[config.mk]
export PLATFORM = sky130hd
export DESIGN_NAME = aes_ctr_keystream_engine
export DESIGN_NICKNAME = d
export VERILOG_FILES = /design/src/rtl/aes_ctr_keystream_engine.sv
export SDC_FILE = /design/constraint.sdc
export NUM_CORES = 1
export LEC_CHECK = 0
export ABC_AREA = 1
export BUFFER_PORTS_ARGS = -buffer_cell sky130_fd_sc_hd__buf_2
export CAP_MARGIN = 20
export CORE_AREA = 2 2 368 370
export CTS_CLUSTER_SIZE = 40
export DETAILED_ROUTE_END_ITERATION = 10
export DIE_AREA = 0 0 370 372
export PLACE_DENSITY_LB_ADDON = 0.25
export SKIP_CTS_REPAIR_TIMING = 1
export SLEW_MARGIN = 20
export SYNTH_ARGS = -nofsm -noshare
export SYNTH_HDL_FRONTEND = slang
export SYNTH_SLANG_ARGS = --single-unit
[constraint.sdc]
create_clock -name clk -period 1.66 [get_ports clk]
set_input_delay 0.249 -clock clk [delete_from_list [all_inputs] [get_ports clk]]
set_output_delay 0.249 -clock clk [all_outputs]
set_load 0.01 [all_outputs]
[src/rtl/aes_ctr_keystream_engine.sv]
// CTR-mode sequencer in front of an AES-128 core. It holds the counter block and
// the key, starts one encryption per input block, and XORs the returned keystream
// with the block before passing it downstream. Only one block is in flight at a time.
module aes_ctr_keystream_engine #(
  parameter int CTR_WIDTH = 32
) (
  input  logic         clk,
  input  logic         rst,
  input  logic         load_iv,
  input  logic [127:0] iv_in,
  input  logic [127:0] key_in,
  input  logic         in_valid,
  output logic         in_ready,
  input  logic [127:0] in_data,
  input  logic [4:0]   in_bytes,
  output logic         out_valid,
  input  logic         out_ready,
  output logic [127:0] out_data,
  output logic         core_start,
  output logic [127:0] core_block,
  output logic [127:0] core_key,
  input  logic [127:0] core_result,
  input  logic         core_done,
  output logic         busy,
  output logic         ctr_wrap,
  output logic [31:0]  block_count
);

  typedef enum logic [1:0] {S_IDLE, S_START, S_WAIT, S_OUT} state_e;

  // Low bits that count; upper bits of the counter block never change.
  localparam logic [127:0] LOW_MASK = (CTR_WIDTH >= 128) ? {128{1'b1}}
                                    : ((128'd1 << CTR_WIDTH) - 128'd1);

  state_e       state_q, state_d;
  logic [127:0] ctr_q, key_q, data_q, out_data_q;
  logic [4:0]   bytes_q;
  logic         iv_loaded_q, ctr_wrap_q, core_done_q;
  logic [31:0]  block_count_q;

  logic         done_rise;
  logic [127:0] ctr_inc;
  logic         ctr_at_max;
  logic [4:0]   eff_bytes;
  logic [127:0] keep_mask;

  // A done level held over from the previous block must not complete this one.
  assign done_rise  = core_done && !core_done_q;

  assign ctr_inc    = (ctr_q & ~LOW_MASK) | ((ctr_q + 128'd1) & LOW_MASK);
  assign ctr_at_max = ((ctr_q & LOW_MASK) == LOW_MASK);

  assign eff_bytes  = (bytes_q == 5'd0 || bytes_q > 5'd16) ? 5'd16 : bytes_q;

  // Byte-granular keep mask; byte 0 is the most significant byte.
  always_comb begin
    keep_mask = '0;
    for (int k = 0; k < 16; k++)
      if (k < int'(eff_bytes)) keep_mask[127-8*k -: 8] = 8'hFF;
  end

  // State register.
  always_ff @(posedge clk) begin
    if (rst) state_q <= S_IDLE;
    else     state_q <= state_d;
  end

  // Next-state logic; load_iv wins over a same-cycle input block.
  always_comb begin
    state_d = state_q;
    case (state_q)
      S_IDLE:  if (!load_iv && in_valid && iv_loaded_q) state_d = S_START;
      S_START: state_d = S_WAIT;
      S_WAIT:  if (done_rise) state_d = S_OUT;
      S_OUT:   if (out_ready) state_d = S_IDLE;
      default: state_d = S_IDLE;
    endcase
  end

  // Handshake and control outputs decoded from the registered state.
  always_comb begin
    in_ready   = 1'b0;
    core_start = 1'b0;
    out_valid  = 1'b0;
    busy       = 1'b1;
    case (state_q)
      S_IDLE:  begin in_ready = iv_loaded_q; busy = 1'b0; end
      S_START: core_start = 1'b1;
      S_OUT:   out_valid = 1'b1;
      default: ;
    endcase
  end

  // Datapath: IV/key load, input capture, and result/counter update on done edge.
  always_ff @(posedge clk) begin
    if (rst) begin
      ctr_q         <= '0;
      key_q         <= '0;
      data_q        <= '0;
      bytes_q       <= '0;
      out_data_q    <= '0;
      iv_loaded_q   <= 1'b0;
      ctr_wrap_q    <= 1'b0;
      core_done_q   <= 1'b0;
      block_count_q <= '0;
    end else begin
      core_done_q <= core_done;
      if (state_q == S_IDLE) begin
        if (load_iv) begin
          ctr_q         <= iv_in;
          key_q         <= key_in;
          iv_loaded_q   <= 1'b1;
          ctr_wrap_q    <= 1'b0;
          block_count_q <= '0;
        end else if (in_valid && iv_loaded_q) begin
          data_q  <= in_data;
          bytes_q <= in_bytes;
        end
      end
      if (state_q == S_WAIT && done_rise) begin
        out_data_q    <= (data_q ^ core_result) & keep_mask;
        ctr_q         <= ctr_inc;
        block_count_q <= block_count_q + 32'd1;
        if (ctr_at_max) ctr_wrap_q <= 1'b1;
      end
    end
  end

  assign out_data    = out_data_q;
  assign core_block  = ctr_q;
  assign core_key    = key_q;
  assign ctr_wrap    = ctr_wrap_q;
  assign block_count = block_count_q;

endmodule

Word level (Yosys, flattened, before mapping) --
Index checks and enable logic that the tools add are counted.
Word-level totals: register bits after elaboration 554, word-level logic and storage cells 91
Operators by class: reduce and logical (&&, ||, !) cells 16, equal/unequal tests 7, magnitude comparators 17, bitwise operators 4, add/subtract/negate cells 2, muxes and demuxes 35
Operators with widths (count):
- 128-bit two-way mux | 3
- 128-bit AND | 1
- 8-bit two-way mux | 16
- 128-bit by 32-bit bitwise OR with 128-bit output | 1
- 128-bit bitwise XOR | 1
- 32-bit two-way mux | 3
- 32-bit by 1-bit adder with 32-bit output (second input constant) | 2
- 4-bit by 5-bit less-than comparator with 1-bit output (first input constant) | 8
- 32-bit equality test (second input constant) | 1
- 3-bit by 5-bit less-than comparator with 1-bit output (first input constant) | 4
- 1-bit by 5-bit less-than comparator with 1-bit output (first input constant) | 2
- 2-bit by 5-bit less-than comparator with 1-bit output (first input constant) | 2
- 1-bit two-way mux | 8
- 2-bit one-hot mux with 4 select lines | 1
- 2-bit two-way mux | 3
- 2-bit != test (second input constant) | 3
- 3-bit AND reduction | 2
- 5-bit greater-than comparator (second input constant) | 1
- 1-bit logical AND | 5
- 5-bit zero test | 1
- 5-bit two-way mux | 1
- 2-bit equality test (second input constant) | 2
- 2-bit AND reduction | 2
- 2-bit nonzero test | 2
- other kinds (5) | 6

Logic depth before layout (Yosys ltp) --
Gate-level depths: netlist of run 1.
word-level depth 6, gate-level depth with buffers 12

Worst setup path before layout of run 1 --
Ideal clock, no wire load.
path kind flip-flop to flip-flop, from register bytes_q[0], to register out_data_q[117], in the netlist out_data[117], period minus slack after synthesis 1.765 ns, setup slack -0.105 ns, path buffers 0, setup time 0.128 ns, arrival 1.637 ns, cell stages (with the launch flop) 13, path through dfxtp_1 > inv_1 > nand3_1 > ha_1 > inv_2 > nand2_2 > nand2_2 > inv_2 > nand2_2 > inv_2 > nand2_1 > nand2_1 > a21oi_1
On the way: cells in the longest elaborated chain, start to end 6
RTL lines:
- from (decl) | RTL line 37 | logic [4:0] bytes_q;
- from (signal assigned) | RTL line 117 | bytes_q <= in_bytes;
- 5-bit greater-than comparator or 5-bit zero test (tied branches) | RTL line 53 | assign eff_bytes = (bytes_q == 5'd0 || bytes_q > 5'd16) ? 5'd16 : bytes_q;
- 1-bit logical OR | RTL line 53
- 5-bit two-way mux * | RTL line 53
- 1-bit by 5-bit less-than comparator with 1-bit output * | RTL line 59 | if (k < int'(eff_bytes)) keep_mask[127-8*k -: 8] = 8'hFF;
- 8-bit two-way mux * | RTL line 59
- 128-bit AND * | RTL line 121 | out_data_q <= (data_q ^ core_result) & keep_mask;
- to (signal assigned) | RTL line 121
- to (decl) | RTL line 36 | logic [127:0] ctr_q, key_q, data_q, out_data_q;
Mark *: on every way between the ends. The rest lies on a longest branch, timed or not. A chain may end at the register's enable or synchronous reset.

Worst setup path in the final report of run 1 --
from register state_q[1], to register out_data_q[32], in the netlist out_data[32]
On the way: cells in the longest elaborated chain, start to end 2
RTL lines:
- from (decl) | RTL line 35 | state_e state_q, state_d;
- from (signal assigned) | RTL line 65 | else state_q <= state_d;
- 2-bit equality test | RTL line 120 | if (state_q == S_WAIT && done_rise) begin
- 1-bit logical AND | RTL line 120
Every way passes these cells.

==> impl_results.md, run 1 <==
- Avg Vias per Cell: 4.04
- Status: complete, but fails checks
- Nets: 5170
- Cell variety after synth: 46
- Max-cap viol count: 0
- # DRC: 0
- Final hold viol count: 3
- Total power: ~52 mW
- Mapped cell area: 22700 sq um
- DIE AREA: 138000 sq um
- Port Buffer Count: 943
- GR Overflow Total: 0
- Yosys Warn Count: 0
- Gate count after technology mapping: 3050
- I/O pin count: approximately 940
- Largest net degree at the start of global routing: 60
- CP Class: register to register
- Sw power: approximately 19 mW
- Setup violators final: 233
- Power share of the sequential group: 0.327
- P_int: 33.6 mW
- Detailed Route Iter0 Violations: 1212
- Overall routed net length: 113000 um
- Starting Density: 0.169
- Rel. slew slack: 0.560
- Crit Path Max Fanout: 14
- Slew @ Worst Pin: 0.658 ns
- Unrepaired setup endpoints after global routing: yes
- DRT antenna net count: 0
- Max IR drop VDD: between 600 and 700 uV
- Vias: between 20k and 30k
- CP endpoint kind: register
- Commonest non-fill, non-tap cell in the layout: buf_2
- Utilization after layout: 0.302
- Clock Tree Buf Depth: 3
- Min-Delay Path Class: input port to register
- Row cnt: 135
- Fmax: 552 MHz
- Post-Syn Area per Cell: 7.44 sq um
- Worst-path clk slew: 0.06 ns
- Lkg Pwr: ~19 nW
- First-pass DRT Iterations: 5
- Vias in the first global route: 22.7k
- Switching share of total power: 0.356
- Die Wd: 370 um
- Core area: 134000 sq um
- Place WS: -0.411 ns
- First-pass GRT wire length: 149000 um
- Min cycle time layout: around 1.8 ns
- Crit path DAT: 2.35 ns
- CTS tree: done
- Period utilisation layout: 1.09
- Root buf cell: clkbuf_16
- Most frequent cells in the layout: buf_2, nor2_1, dfxtp_1
- Die Y-Extent: 372 um
- Worst skew pair latency: 0.66 ns
- Fin Clk Skew: 0.0242 ns
- Cts bufs inserted: 71
- Clk pwr share: 0.305
- Register area share after synthesis: 0.489
- Syn_nets: 3580
- CP required: 2.20 ns
- Failing checks: hold timing, setup timing
- Hold_ws: -0.0144 ns
- Final Max Slew Viols: 0
- Total GRT Usage: 0.145
- Initial antenna violation count: 16
- HPWL after DPL: 82400 um
- Share of cells above drive strength 1: 0.337
- Final WS setup: -0.152 ns
- Clock sinks: 554
- Critical path startpoint category: register
- Synth Register Bits: 554
- Routability-driven placement congestion ratio: 0.894
- Routed WL per cell: 17.4 um
- Gate power share: 0.368
- Power per Cell Area: 1290 nW/um^2
- Layout area overhead: 78.6%
- H-tree depth: 3
flip-flops by register name (all words and copies together) (netlist names):
name	cells
bytes_q	5
core_block	128
block_count	32
out_data	128
data_q	128
ctr_wrap	1
core_key	128
core_done_q	1
state_q	2
iv_loaded_q	1
power groups by stage:
stage	logic (mW)	clock network, mW	registers (mW)
2_1_floorplan	6.97	0	18.1
3_3_place_gp	15.8	0	17.2
3_5_place_dp	15.8	0	17.2
4_1_cts	15.9	16.5	17.0
5_1_grt	21.0	16.9	17.3
6_report	19.2	15.9	17.1
per-layer routing:
| metal | track usage | wire [um] | up-vias |
|---|---|---|---|
| met5 | 0 | 25 | - |
| met4 | 0.0449 | 2960 | 4 |
| met3 | 0.0450 | 8110 | 149 |
| met2 | 0.251 | 55400 | 830 |
| met1 | 0.170 | 46200 | 12100 |
| li1 | - | - | 13100 |
stage by stage:
stage / hold slack [ns] / cell area, sq um / TNS (ns) / std cells
floorplan: 0.371 / 22700 / -0.0428 / 3050
global placement: 0.453 / 31100 / -32.38 / 5808
detailed placement: 0.457 / 31100 / -36.00 / 5808
CTS: -0.275 / 33500 / -50.65 / 5937
global route: 0.00221 / 40500 / -33.16 / 6484
finish: -0.0144 / 40500 / -10.42 / 6488
layout make-up:
cell class | count | area (sq um)
Clock buffer | 112 | 2130
Timing Repair Buffer | 1699 | 12900
Fill cell | 14600 | 93800
Clock inverter | 17 | 264
Multi-Input combinational cell | 2186 | 11200
Sequential cell | 554 | 11100
Antenna cell | 11 | 27.5
Timing Repair inverter | 1 | 30.0
Tap cell | 1781 | 2230
Inverter | 127 | 561
cells by family after synthesis:
logic type	Yosys count	synth area share
fa+ha+maj	7	0.00386
simple gates	1336	0.237
flops	554	0.489
xor+xnor	112	0.0433
compound gates	731	0.165
buf+inv	310	0.0624
cell usage after synthesis, drive strengths merged:
| cell | n | area [sq um] |
|---|---|---|
| nand3b | 1 | 7.51 |
| nor3b | 1 | 7.51 |
| a211oi | 1 | 7.51 |
| nand4 | 9 | 56.3 |
| a221oi | 1 | 8.76 |
| o31ai | 2 | 28.8 |
| nand2 | 382 | 1480 |
| a22oi | 2 | 15.0 |
| clkbuf | 84 | 320 |
| o21ai | 534 | 2700 |
| and3 | 2 | 12.5 |
| o211ai | 1 | 7.51 |
| clkinv | 1 | 5.00 |
| or2 | 10 | 62.6 |
| and2 | 2 | 12.5 |
| a21oi | 183 | 916 |
| ha | 7 | 87.6 |
| inv | 126 | 480 |
| dfxtp | 554 | 11100 |
| o21a | 1 | 7.51 |
| buf | 99 | 609 |
| nor2 | 826 | 3190 |
| a31oi | 5 | 31.3 |
| xor2 | 112 | 981 |
| a41oi | 1 | 16.3 |
| nor3 | 6 | 40.0 |
| nand3 | 97 | 500 |
final timing paths:
kind | startpoint | to | slack [ns] | depth (start not counted)
setup / recovery | state_q[1] | out_data[32] | -0.15 | 9
hold / removal | in_bytes[3] | bytes_q[3] | -0.01 | 3
setup reg to reg | state_q[1] | out_data[32] | -0.15 | 9
hold reg to reg | out_data[2] | out_data[2] | 0.46 | 2
worst max-delay path, stage by stage (launching register included):
cell and delay (ns):
dfxtp_2 0.33, buf_4 0.13, ha_2 0.19, nand3_4 0.11
buf_12 0.18, clkinv_16 0.10, buf_16 0.18, buf_12 0.16
o21ai_1 0.18, a21oi_1 0.08
Power figures use the tool's default switching activity.
==> run 2: changes to the inputs <==
CORE_AREA = 2 2 364 366   (was 2 2 368 370)
CTS_BUF_LIST = sky130_fd_sc_hd__clkbuf_4   (was default)
DIE_AREA = 0 0 366 368   (was 0 0 370 372)
==> run 2 against run 1 <==
- the flow finishes with violations (setup timing)
- clock skew rose by 0.056 ns
- core utilization is 7.1 points higher
- clock power fell by 16%
- sequential share of layout area fell by 3.3 points
- total power grew 4.0%
- die area decreased by 2.1%
- critical endpoint is now in_ready
- largest cell class unchanged
==> impl_results.md, run 2 (synthesized netlist as in run 1, its figures left out) <==
- Most frequent cells in the layout: dlygate4sd3_1, nor2_1, buf_2
- Port Buffer Count: roughly 940
- Layout area overhead: 115%
- Top Family by Delay on Critical Path: buffers and inverters
- Unrepaired setup endpoints after global routing: yes
- Sw power: 20.0 mW
- Final hold viol count: 0
- Nets: roughly 5.8k
- Share of cells above drive strength 1: 0.409
- First-pass GRT wire length: 151000 um
- Largest net degree at the start of global routing: 117
- Final Max Slew Viols: 0
- Overall routed net length: 124000 um
- FF+latch area: between 10000 and 15000 sq um
- Buf/Inv on CP: 4
- Routability-driven placement congestion ratio: approximately 0.9
- Setup tns final: -43.94 ns
- I/O pin count: 944
- Die Y-Extent: between 300 and 400 um
- Worst-path clk slew: 0.07 ns
- Max-cap viol count: 0
- Min-Delay Path Class: input port to register
- # DRC: 0
- Clock sinks: 554
- Core area: 131000 sq um
- Clock Tree Buf Depth: 3
- DP Cell Count: 5749
- CP Class: register to output pin
- Crit path DAT: just under 2 ns
- Critical path startpoint category: register
- Max IR drop VDD: slightly below 700 uV
- Lkg Pwr: around 22 nW
- Row cnt: 133
- Avg Vias per Cell: 4.14
- Period utilisation layout: 1.31
- Switching share of total power: 0.369
- Area of the multi-input gates: 11400 sq um
- Rel. slew slack: 0.566
- H-tree depth: 4
- First-pass DRT Iterations: 6
- Routed WL per cell: 17.2 um
- Crit Path Max Fanout: 4
- P_int: 34.2 mW
- DIE AREA: 135000 sq um
- Power share of the sequential group: 0.330
- Post-route insts no fill: 7173
- Fin Clk Skew: a little over 0.08 ns
- Fillers: 13.1k
- Root buf cell: clkbuf_4
- Crit-path cells: inv_2 > ha_4 > buf_6 > nand2_4 > inv_4 > buf_6
- HPWL after DPL: 80300 um
- Commonest non-fill, non-tap cell in the layout: dlygate4sd3_1
- Final WS setup: -0.520 ns
- Cts bufs inserted: 163
- Place WS: -0.306 ns
- GR Overflow Total: 0
- Worst path slowest cell: dfxtp_1
- Fmax: 459 MHz
- Starting Density: 0.173
- CP endpoint kind: output pin
- Slew @ Worst Pin: 0.649 ns
- Setup violators final: 605
- Total power: 54.2 mW
- Gate power share: 0.423
- Die Wd: 366 um
- Vias: 29.7k
- Max stage delay on crit path: 0.34 ns
- Vias in the first global route: approximately 24k
- Utilization after layout: 0.373
- CP required: 1.41 ns
- Total GRT Usage: 0.149
- Detailed Route Iter0 Violations: roughly 1.4k
- Clk pwr share: 0.247
- Min cycle time layout: 2.18 ns
- CTS tree: done
- Initial antenna violation count: 12
- Worst skew pair latency: around 1.1 ns
- Power per Cell Area: 1110 nW/um^2
- DRT antenna net count: 0
- CP dominant cell by count: buf_6
- Failing checks: setup timing
- Status: complete, but fails checks
-- run 2: cell count changes in the layout (fill, tap and decap cells not counted), sizes merged, moves of 4 or more --
cell	before	now
inv	124	133
bufinv	4	0
clkinv	15	46
clkbuf	130	256
buf	1186	1236
dlygate4sd3	495	986
diode	11	16
-- run 2: layout make-up --
| type | count | share of cell area |
|---|---|---|
| repair buffers | 2240 | 0.425 |
| multi-input cells | 2186 | 0.233 |
| inverters | 127 | 0.0124 |
| repair inverters | 2 | 0.000462 |
| well taps | 1755 | 0.0450 |
| flip-flops and latches | 554 | 0.241 |
| diodes | 16 | 0.000821 |
| clock buffers | 238 | 0.0366 |
| clock inverters | 55 | 0.00569 |
-- run 2: per-stage QoR --
step                hold slack, ns  area [sq um]
finish                      0.0834         48800
global route               -0.0438         48800
CTS                         -0.825         32700
detailed placement           0.455         30700
global placement             0.450         30700
floorplan                    0.371         22700
-- run 2: per-layer routing --
| layer | track usage | share of wire |
|---|---|---|
| met1 | 0.171 | 0.40 |
| met2 | 0.254 | 0.50 |
| met3 | 0.0567 | 0.069 |
| met4 | 0.0510 | 0.036 |
| met5 | 0 | 0.000089 |
-- run 2: worst register-to-register path, stage by stage (launching register included) --
cell	delay, ns
dfxtp_2	0.33
nor2_4	0.11
nand3_2	0.09
ha_4	0.25
inv_6	0.08
nand2_4	0.07
nand2_8	0.11
inv_8	0.05
buf_6	0.11
o21ai_4	0.16
buf_6	0.16
nand3_2	0.07
a21oi_1	0.13
-- run 2: path summary, 6_finish.rpt --
path,start,depth (start not counted),slack (ns),end
hold / removal,key_in[17],4,0.08,core_key[17]
setup reg to reg,bytes_q[2],12,-0.16,out_data[63]
setup / recovery,state_q[0],6,-0.52,in_ready
hold reg to reg,out_data[70],2,0.47,out_data[70]
-- run 2: power by group through the flow --
stage	clock network, mW	registers, mW	logic [mW]
detailed placement	0	17.3	15.4
CTS	13.9	17.0	15.4
global route	14.7	18.1	24.7
finish	13.4	17.9	22.9
floorplan	0	18.1	6.97
global placement	0	17.2	15.3
